--- config.mk ---
export PLATFORM = sky130hd
export DESIGN_NAME = mem_arbiter
export DESIGN_NICKNAME = d
export VERILOG_FILES = /design/src/rtl/mem_arbiter.sv
export SDC_FILE = /design/constraint.sdc
export NUM_CORES = 1
export LEC_CHECK = 0
export BUFFER_PORTS_ARGS = -buffer_cell sky130_fd_sc_hd__clkbuf_2
export CORE_AREA = 2 2 286 288
export DETAILED_ROUTE_END_ITERATION = 7
export DIE_AREA = 0 0 288 290
export PLACE_DENSITY_LB_ADDON = 0.05
export SYNTH_ARGS = -nofsm -noshare
export SYNTH_HDL_FRONTEND = slang
export SYNTH_SLANG_ARGS = --single-unit
--- constraint.sdc ---
create_clock -name clk -period 1.9 [get_ports clk]
set_clock_uncertainty 0.2 [all_clocks]
set_input_delay 0.285 -clock clk [delete_from_list [all_inputs] [get_ports clk]]
set_output_delay 0.285 -clock clk [all_outputs]
set_load 0.005 [all_outputs]
--- src/rtl/mem_arbiter.sv ---
// Two-client block-memory arbiter: I-cache (read) and D-cache (read/write) share one memory port.
// Optional MEM_ARB_FIXED_PRIO_EN: D-cache always wins ties; otherwise round-robin on ties.
module mem_arbiter #(
   parameter int ADDR_W = 28,
   parameter int DATA_W = 128
) (
   input  logic              clk,
   input  logic              proc_reset_n,
   input  logic              ic_mem_read,
   input  logic [ADDR_W-1:0] ic_mem_addr,
   output logic [DATA_W-1:0] ic_mem_rdata,
   output logic              ic_mem_ready,
   input  logic              dc_mem_read,
   input  logic              dc_mem_write,
   input  logic [ADDR_W-1:0] dc_mem_addr,
   input  logic [DATA_W-1:0] dc_mem_wdata,
   output logic [DATA_W-1:0] dc_mem_rdata,
   output logic              dc_mem_ready,
   output logic              mem_read,
   output logic              mem_write,
   output logic [ADDR_W-1:0] mem_addr,
   output logic [DATA_W-1:0] mem_wdata,
   input  logic [DATA_W-1:0] mem_rdata,
   input  logic              mem_ready
);

   typedef enum logic [1:0] {IDLE, BUSY_I, BUSY_D, RELEASE} state_e;

   state_e              state_q, state_d;
   logic                mem_read_q, mem_read_d;
   logic                mem_write_q, mem_write_d;
   logic [ADDR_W-1:0]   mem_addr_q, mem_addr_d;
   logic [DATA_W-1:0]   mem_wdata_q, mem_wdata_d;
   logic                req_i, req_d, pick_d;

   assign req_i = ic_mem_read;
   assign req_d = dc_mem_read | dc_mem_write;

`ifdef MEM_ARB_FIXED_PRIO_EN
   assign pick_d = req_d;
`else
   // last_d_q=1 means the previous grant went to the D-cache, so I wins the next tie
   logic last_d_q, last_d_d;
   assign pick_d = req_d & (~req_i | ~last_d_q);

   always_ff @(posedge clk or negedge proc_reset_n) begin
      if (!proc_reset_n) last_d_q <= 1'b1;
      else               last_d_q <= last_d_d;
   end

   always_comb begin
      last_d_d = last_d_q;
      if (state_q == IDLE && (req_i || req_d)) last_d_d = pick_d;
   end
`endif

   always_ff @(posedge clk or negedge proc_reset_n) begin
      if (!proc_reset_n) begin
         state_q     <= IDLE;
         mem_read_q  <= 1'b0;
         mem_write_q <= 1'b0;
         mem_addr_q  <= '0;
         mem_wdata_q <= '0;
      end else begin
         state_q     <= state_d;
         mem_read_q  <= mem_read_d;
         mem_write_q <= mem_write_d;
         mem_addr_q  <= mem_addr_d;
         mem_wdata_q <= mem_wdata_d;
      end
   end

   always_comb begin
      state_d     = state_q;
      mem_read_d  = mem_read_q;
      mem_write_d = mem_write_q;
      mem_addr_d  = mem_addr_q;
      mem_wdata_d = mem_wdata_q;
      case (state_q)
         IDLE: begin
            if (pick_d) begin
               state_d     = BUSY_D;
               mem_addr_d  = dc_mem_addr;
               mem_wdata_d = dc_mem_wdata;
               mem_write_d = dc_mem_write;
               mem_read_d  = dc_mem_read & ~dc_mem_write;
            end else if (req_i) begin
               state_d     = BUSY_I;
               mem_addr_d  = ic_mem_addr;
               mem_read_d  = 1'b1;
               mem_write_d = 1'b0;
            end
         end
         BUSY_I, BUSY_D: begin
            if (mem_ready) begin
               state_d     = RELEASE;
               mem_read_d  = 1'b0;
               mem_write_d = 1'b0;
            end
         end
         RELEASE: state_d = IDLE;
         default: state_d = IDLE;
      endcase
   end

   always_comb begin
      ic_mem_ready = (state_q == BUSY_I) & mem_ready;
      dc_mem_ready = (state_q == BUSY_D) & mem_ready;
   end

   assign mem_read     = mem_read_q;
   assign mem_write    = mem_write_q;
   assign mem_addr     = mem_addr_q;
   assign mem_wdata    = mem_wdata_q;
   assign ic_mem_rdata = mem_rdata;
   assign dc_mem_rdata = mem_rdata;

endmodule

==> impl_metrics.py <==
metrics = {
    "synth": {
        "avgSynthCellArea_um2": 12.1,
        "synthArstFlopShare_pct": 100,
        "synth-seq-cells": 161,
        "synth.distinct_cells": 23,
        "seq_area_frac_synth_pct": 48.8,
        "synthesis.area_um2": 8250,
        "synth_edf_count": 0,
        "syn_nets": 1002,
        "yosysWarnings": 0,
        "syn_inst": 680,
        "synth-main-ff-cell": "dfrtp_1",
    },
    "detailed_routing": {
        "via_per_inst": 2.80,
        "drt-initial-drc-count": 92,
        "wl_per_cell_um": 14.9,
        "drt_wl_total_um": 31000,
        "vias": 5817,
        "ant_nets": 0,
        "dr.pass1.iters": 3,
        "route.detailed.drc": 0,
    },
    "layout": {
        "final_cell_count_no_fill": 2075,
        "antenna_cells": 0,
        "fillerInstances": 9069,
        "drive_gt1_share_pct": 48.4,
        "fin_nets": 1324,
        "syn2layout_area_growth_pct": 54.9,
    },
    "grt": {
        "gr-usage-met2_pct": 11.4,
        "grt_pass1_vias": 6424,
        "grt_pass1_wl_um": 42300,
        "grt_overflow": 0,
        "top_usage_layer": "met2",
        "gr-usage-all-layers_pct": 7.01,
        "grt.met1_usage_pct": 6.69,
        "gr-usage-met3_pct": 4.01,
        "grt_max_degree": 41,
        "antenna_found_initial": 1,
    },
    "setup_path": {
        "startpoint_type": "flop",
        "critPathKind": "flop to primary output",
        "crit_fanout": 2,
        "arrival_ns": 1.42,
        "required_ns": 1.41,
        "end_kind": "primary output",
        "r2r_slack_ns": 0.05,
    },
    "timing": {
        "setup_viol": 1,
        "finalHoldViolations": 0,
        "max_clock_freq_mhz": 526,
        "relSlewSlack_pct": 60.7,
        "fin_crit_ns": 1.90,
        "rsz0062_at_grt": "true",
        "fin_ws_ns": -0.00251,
        "fin_crit_sh_pct": 100,
        "holdWs_ns": 0.0709,
        "maxSlewViolCount": 0,
        "worst_pin_slew_ns": 0.590,
    },
    "run_status": {
        "status": "finished with violations",
        "violations": "setup timing",
    },
    "placed_design": {
        "dp_cells": 1840,
        "post-dp-hpwl_um": 22300,
        "gp_congestion": 0.632,
        "io_buffers": 349,
        "place_ws_ns": -0.0152,
    },
    "clocking": {
        "cts_buffer_depth": 2,
        "cts-htree-levels": 4,
        "cts_tree": "built",
        "clock_sinks": 161,
        "cts_made_buffers": 17,
        "path_clk_slew_ns": 0.08,
        "insertion_delay_ns": 0.48,
        "cts_root_buf": "clkbuf_16",
    },
    "floorplanning": {
        "row_count": 104,
        "start_util_pct": 10.3,
        "die_y_um": 290,
        "io_pins": 734,
        "die_x_um": 288,
        "die_area_um2": 83500,
        "core_area_um2": 80200,
    },
    "flow_run": {
        "cap_violations": 0,
    },
    "power": {
        "vdd_ir_drop_max_v": 0.000541,
        "power.leakage_nw": 6.06,
        "powerDensity_nw_per_um2": 1370,
    },
    "hold_path": {
        "hold_path_class": "input pin to flop",
    },
}
==> cell families (layout without fill, tap and decap cells) <==
kind of cell	Yosys count	after routing	synth area share (%)
buffers and inverters	282	617	24.8
flip-flops	161	161	48.8
multiplexers	160	160	21.4
AND/OR/NAND/NOR	37	37	1.91
AO/OA/AOI/OAI	36	36	2.49
adder cells (fa/ha/maj)	4	4	0.607
==> path summary, 6_finish.rpt <==
| check | start | endpoint | cells after the start |
|---|---|---|---|
| max | state_q[0]$_DFFE_PN0P_ | dc_mem_ready | 5 |
| min | ic_mem_read | last_d_q$_DFFE_PN1P_ | 4 |
| max reg2reg | state_q[0]$_DFFE_PN0P_ | mem_wdata[23]$_DFFE_PN0P_ | 7 |
| min reg2reg | mem_addr[14]$_DFFE_PN0P_ | mem_addr[14]$_DFFE_PN0P_ | 2 |
| max in group asynchronous | proc_reset_n | mem_wdata[74]$_DFFE_PN0P_ | 3 |
| min in group asynchronous | proc_reset_n | mem_addr[19]$_DFFE_PN0P_ | 2 |
==> state kept, by name, indices dropped and copies added (netlist names) <==
signal / cells
last_d_q: 1
mem_addr: 28
mem_read: 1
mem_wdata: 128
mem_write: 1
state_q: 2
==> what timing repair did <==
action / 4_1_cts / 5_1_grt
endpoints found under the hold margin: 310 / 0
pin swaps: 2 / 2
gates resized for setup: 19 / 58
cloned: 0 / 9
buffers inserted: 5 / 4
endpoints found under the setup margin: 3 / 47
hold buffers: 185 / 0
==> metrics by stage <==
step	power, mW	setup TNS, ns	utilization, %	area (um2)
after floorplan	9.12	0	-	8250
after global placement	12.5	-0.0137	12.1	9720
after detailed placement	12.4	-0.0152	12.1	9720
after CTS	17.0	-0.181	15.3	12300
after global routing	19.0	-0.353	15.9	12800
final	17.5	-0.00251	15.9	12800
==> final cells by class <==
class	instances	area (um2)	area share [%]
clock inverter	15	183	1.43
clock buffer	17	425	3.33
tap	1060	1330	10.4
sequential	161	4030	31.5
multi-input combinational	237	2450	19.2
inverter	3	11.3	0.0881
timing repair buffer	582	4350	34.1
==> routing by layer <==
metal  part of all wire, %  vias up  wire (um)
met5                  0.16        -         49
met4                   5.2        4       1620
met3                    11      108       3370
met2                    48      330      14700
met1                    36     2729      11200
li1                      -     2646          -
==> critical path: stages, from the launching register on <==
cell	delay, ns
dfrtp_1	0.39
inv_2	0.05
buf_6	0.11
ha_4	0.14
and2_4	0.13
buf_8	0.12
==> power by group <==
group / leakage (nW) / internal, mW / switching, mW
combinational: 3.84 / 4.39 / 3.23
sequential: 1.92 / 5.19 / 0.909
clock: 0.294 / 1.79 / 1.95
total: 6.06 / 11.4 / 6.09
==> Yosys cell counts (2+ instances only) <==
| library cell | number | area share, % |
|---|---|---|
| and2_1 | 2 | 0.15 |
| o21ai_0 | 12 | 0.73 |
| buf_2 | 21 | 1.3 |
| o21ai_1 | 16 | 0.97 |
| a21oi_1 | 2 | 0.12 |
| dfrtp_1 | 160 | 49 |
| ha_1 | 4 | 0.61 |
| nand2_1 | 31 | 1.4 |
| clkbuf_1 | 2 | 0.091 |
| mux2i_1 | 31 | 3.8 |
| inv_1 | 3 | 0.14 |
| nor4b_1 | 2 | 0.21 |
| mux2_1 | 129 | 18 |
| buf_4 | 256 | 23 |
==> placed cells by master, fill, tap and decap left out, types with 2 or more instances in the layout <==
master and instances:
and2_4 2, buf_4 17, buf_6 9, dlygate4sd3_1 185, inv_2 2, o21ai_0 12
buf_8 3, buf_16 2, mux2_1 80, inv_6 2, clkinv_8 5, inv_8 6
ha_4 3, o21ai_1 16, dfrtp_1 160, mux2i_1 31, clkbuf_16 25, buf_12 12
mux2_4 49, nand2_1 30, clkbuf_2 346
(Power assumes the default switching activity.)
